File: src/rtl/sram_arbiter.sv
// Round-robin arbiter sharing one single-port data SRAM among NREQ lanes.
// Grant and SRAM access happen in the same cycle; read data returns one cycle later.
module sram_arbiter #(
    parameter int NREQ = 4,
    parameter int AW   = 14,
    parameter int DW   = 32
) (
    input  logic                 clk,
    input  logic                 reset,
    input  logic [NREQ-1:0]      req,
    input  logic [NREQ-1:0]      req_we,
    input  logic [NREQ-1:0]      req_lock,
    input  logic [NREQ*AW-1:0]   req_addr,
    input  logic [NREQ*DW-1:0]   req_wd,
    output logic [NREQ-1:0]      gnt,
    output logic [NREQ-1:0]      rvalid,
    output logic [DW-1:0]        rdata,
    output logic [AW-1:0]        sram_addr,
    output logic                 sram_we,
    output logic [DW-1:0]        sram_wd,
    input  logic [DW-1:0]        sram_rd
);

    localparam int PW = $clog2(NREQ);
    localparam logic [NREQ-1:0] ONE = NREQ'(1);

    logic [PW-1:0] ptr;
    logic [PW-1:0] lock_owner;
    logic          lock_valid;

    logic [PW-1:0] win;
    logic [PW-1:0] nxt_ptr;
    logic [PW:0]   idx;
    logic          has_win;
    logic          lock_path;

    // Reset suppresses any winner so nothing reaches the SRAM or the read path.
    always_comb begin
        win       = '0;
        has_win   = 1'b0;
        lock_path = 1'b0;
        idx       = '0;
        if (!reset) begin
            if (lock_valid && req[lock_owner]) begin
                win       = lock_owner;
                has_win   = 1'b1;
                lock_path = 1'b1;
            end else begin
                for (int i = 0; i < NREQ; i++) begin
                    idx = {1'b0, ptr} + (PW+1)'(i);
                    if (idx >= (PW+1)'(NREQ)) begin
                        idx = idx - (PW+1)'(NREQ);
                    end
                    if (!has_win && req[idx[PW-1:0]]) begin
                        win     = idx[PW-1:0];
                        has_win = 1'b1;
                    end
                end
            end
        end
    end

    always_comb begin
        nxt_ptr = (win == PW'(NREQ-1)) ? '0 : win + PW'(1);
    end

    always_comb begin
        gnt       = '0;
        sram_addr = '0;
        sram_wd   = '0;
        sram_we   = 1'b0;
        if (has_win) begin
            gnt       = ONE << win;
            sram_addr = req_addr[int'(win)*AW +: AW];
            sram_wd   = req_wd[int'(win)*DW +: DW];
            sram_we   = req_we[win];
        end
    end

    always_ff @(posedge clk) begin
        if (reset) begin
            ptr        <= '0;
            lock_valid <= 1'b0;
            lock_owner <= '0;
            rvalid     <= '0;
            rdata      <= '0;
        end else begin
            rvalid <= '0;
            if (has_win) begin
                if (!lock_path) begin
                    ptr <= nxt_ptr;
                end
                lock_valid <= req_lock[win];
                lock_owner <= win;
                if (!req_we[win]) begin
                    rvalid <= ONE << win;
                    rdata  <= sram_rd;
                end
            end else begin
                lock_valid <= 1'b0;
            end
        end
    end

endmodule

File: config.mk
export PLATFORM = sky130hd
export DESIGN_NAME = sram_arbiter
export DESIGN_NICKNAME = d
export VERILOG_FILES = /design/src/rtl/sram_arbiter.sv
export SDC_FILE = /design/constraint.sdc
export NUM_CORES = 1
export LEC_CHECK = 0
export CAP_MARGIN = 20
export CORE_AREA = 5 5 118 120
export DETAILED_ROUTE_END_ITERATION = 7
export DIE_AREA = 0 0 123 125
export HOLD_SLACK_MARGIN = 0.1
export PLACE_DENSITY = 0.81
export SYNTH_ARGS = -nofsm -noshare
export SYNTH_HDL_FRONTEND = slang
export SYNTH_SLANG_ARGS = --single-unit
File: constraint.sdc
create_clock -name clk -period 2.9 [get_ports clk]
set_clock_uncertainty 0.2 [all_clocks]
set_input_delay 0.435 -clock clk [delete_from_list [all_inputs] [get_ports clk]]
set_output_delay 0.435 -clock clk [all_outputs]
set_load 0.1 [all_outputs]
==> impl_metrics.ini <==
[synthesis]
synth-simple-area-share_pct = 18.3
synth_adder_area_share_pct = 1.41
synth_mux_area_share_pct = 28.1
ys_warn_count = 0
synth_top_family_by_area = multiplexers
syn_area_um2 = 3550
async_flop_share_pct = 0
synth_edf_count = 0
synth_seq_cells = 41
synth_xor_area_share_pct = 0
syn_inst = 390
synth_cell_type_count = 38
ys_seq_area_share_pct = 23.1
ys.flop_type = dfxtp_1
synth_fp_nets = 624
avgSynthCellArea_um2 = 9.11
synth_compound_area_share_pct = 22.4

[place]
io_buffers = 316
gp_routability_congestion = 0.939
dpl.hpwl_um = 15700

[timing]
worst_pin_slew_ns = 0.629
period_share_pct = 114
setup_viol = 51
slew_headroom_pct = 58.0
fin_tns_setup_ns = -16.37
period_minus_slack_ns = 3.31
maxSlewViolCount = 0
hold_viol = 0
fmax_mhz = 302
rsz0062_at_grt = yes
setup_slack_ns = -0.413

[die]
start_util_pct = 27.6
die_h_um = 125
ios = 317
die_w_um = 123
core.rowCount = 42
die-area_um2 = 15400
coreArea_um2 = 12900

[critical_path]
rr_startpoint = lock_owner[1]
worstPathRequired_ns = 2.27
cp-start-kind = register
critical_path_class = register to primary output
critical_path_arrival_ns = 2.68
worstReg2RegEnd = rdata[28]
r2r_slack_ns = 0.23
cp-startpoint = lock_owner[1]
rr_worst_depth = 10
cp_max_fo = 12
endpoint_kind = primary output

[clock_tree]
cts_tree = done
clkTransAtPathRegs_ns = 0.05
h-tree-depth = 2
cts_buffer_depth = 2
cts_buffers = 5
cts_sinks = 41
ctsRootBufferMaster = clkbuf_16
clock_latency_ns = 0.28

[hold_path]
min_from = reset
min_to = lock_owner[1]
hold_class = input port to register
whs_path_depth = 2

[global_route]
grt_pass1_vias = 5343
grt_pass1_wl_um = 30400
grt_usage_pct = 25.6
antenna_found_initial = 4
grt.overflow.total = 0
grt_max_degree = 67

[detailed_routing]
drcViolationCount = 0
drt-initial-drc-count = 258
wl_per_cell_um = 23.0
routed_via_density = 5.34
postRouteWirelength_um = 21400
detail-route-antenna-nets = 0
drt_pre_antenna_iters = 5
num_vias = 4963

[finish]
layout-drive-gt1-share_pct = 43.5
fin_util_pct = 76.2
area_growth_syn_to_layout_pct = 176
fin_nets = 984

[run_status]
outcome = finished, violations left
violations = setup timing

[power]
powerDensity_nw_per_um2 = 626
finalPower_uw = 6140
leakage_uw = 0.00343
ir_drop_mv = 0.339

[flow_run]
maxCapViolCount = 0
-- stage by stage --
stage | hold WS, ns | cell area [um2] | instances | setup slack [ns]
after floorplan | 0.245 | 4310 | 390 | -0.196
after global routing | 0.242 | 9810 | 929 | -0.485
final | 0.221 | 9810 | 929 | -0.413
after detailed placement | 0.276 | 8490 | 898 | -0.729
after CTS | 0.220 | 9560 | 922 | -0.402
after global placement | 0.257 | 8470 | 897 | -0.691
-- synth_stat cells, drive strengths merged, types with 3 or more instances --
| cell type | number | area [um2] |
|---|---|---|
| clkbuf | 25 | 93.8 |
| and2 | 5 | 31.3 |
| buf | 18 | 130 |
| dfxtp | 41 | 821 |
| o221ai | 3 | 32.5 |
| nand2b | 4 | 25.0 |
| nand2 | 7 | 26.3 |
| inv | 4 | 17.5 |
| nor2 | 7 | 26.3 |
| mux2i | 97 | 971 |
| a221o | 32 | 320 |
| nor2b | 37 | 231 |
| nor4b | 32 | 280 |
| a21boi | 5 | 37.5 |
| o22ai | 48 | 300 |
| a21oi | 3 | 15.0 |
| o22a | 3 | 26.3 |
| ha | 4 | 50.1 |
| o21ai | 3 | 15.0 |
-- layout by cell type (no fill, tap or decap), types with 2 or more instances in the layout --
master / synthesis / layout
clkbuf_16: 0 / 5
nor4b_1: 32 / 32
inv_1: 3 / 2
buf_16: 0 / 5
nand3_1: 2 / 2
nor2b_1: 37 / 37
a21boi_1: 4 / 5
dlygate4sd2_1: 0 / 3
nor2_1: 7 / 6
buf_12: 1 / 67
a221o_1: 32 / 32
o221ai_1: 2 / 2
inv_12: 0 / 2
mux2i_2: 0 / 24
o21ai_0: 2 / 2
mux2i_1: 97 / 14
clkdlybuf4s50_1: 0 / 224
mux2i_4: 0 / 59
dfxtp_1: 41 / 40
buf_8: 0 / 2
ha_1: 4 / 2
a21oi_1: 3 / 3
nand2b_1: 4 / 4
o22a_1: 3 / 3
o22ai_4: 0 / 47
or2_4: 0 / 2
ha_4: 0 / 2
buf_4: 8 / 87
and2_4: 0 / 5
buf_6: 1 / 5
nand2_1: 7 / 6
diode_2: 0 / 3
-- sequential cells by signal, indices dropped and copies added, names as in the netlist --
| name | cells |
|---|---|
| rvalid | 4 |
| lock_valid | 1 |
| rdata | 32 |
| lock_owner | 2 |
| ptr | 2 |
-- final cells by class --
class	count	area (um2)
antenna	3	7.51
clock buffer	5	125
clock inverter	2	35.0
fill	756	3070
inverter	4	30.0
multi-input combinational	302	4050
sequential	41	825
tap	176	220
timing repair buffer	395	4500
timing repair inverter	1	16.3
-- cell families (layout without fill, tap and decap cells) --
logic type               count (synthesis)  count (layout)
adder cells (fa/ha/maj)                  4               4
multiplexers                            99              99
AO/OA/AOI/OAI                          102             102
buffers and inverters                   47             407
AND/OR/NAND/NOR                         97              97
flip-flops                              41              41
other                                    0               3
-- critical path, cell delays in order, from the launching register on --
cell and delay, ns:
dfxtp_4 0.37, mux2_4 0.32, a2bb2oi_4 0.16, o221ai_2 0.11, and2_4 0.15, or2_4 0.28
inv_12 0.14, buf_12 0.19, mux2i_4 0.28, buf_6 0.13, o22ai_4 0.07, buf_12 0.18
-- metal layers --
layer	global-route usage, %	vias to the layer above	part of all wire [%]
li1	-	2274	-
met1	25.8	2386	33
met2	48.2	245	54
met3	7.90	56	8.8
met4	9.58	2	4.6
met5	0	-	0.056
-- how the worst max path moves through the flow --
stage / endpoint / cells after the start
CTS: sram_wd[1] / 10
floorplan: sram_addr[0] / 11
detailed placement: sram_addr[11] / 12
global placement: sram_addr[11] / 12
global route: sram_addr[13] / 10
finish: sram_addr[11] / 11
-- repair_timing --
action	in CTS	in global routing
buffers inserted	15	4
endpoints found under the setup margin	58	51
gates resized for setup	142	31
cloned	3	0
hold buffers	0	0
pin swaps	9	4
-- where the power goes --
part / switching, uW / total, uW / internal [uW]
Combinational: 2880 / 4800 / 1920
Clock: 212 / 611 / 399
Sequential: 59.7 / 733 / 673
No activity file was read; power rests on OpenSTA's default activity.
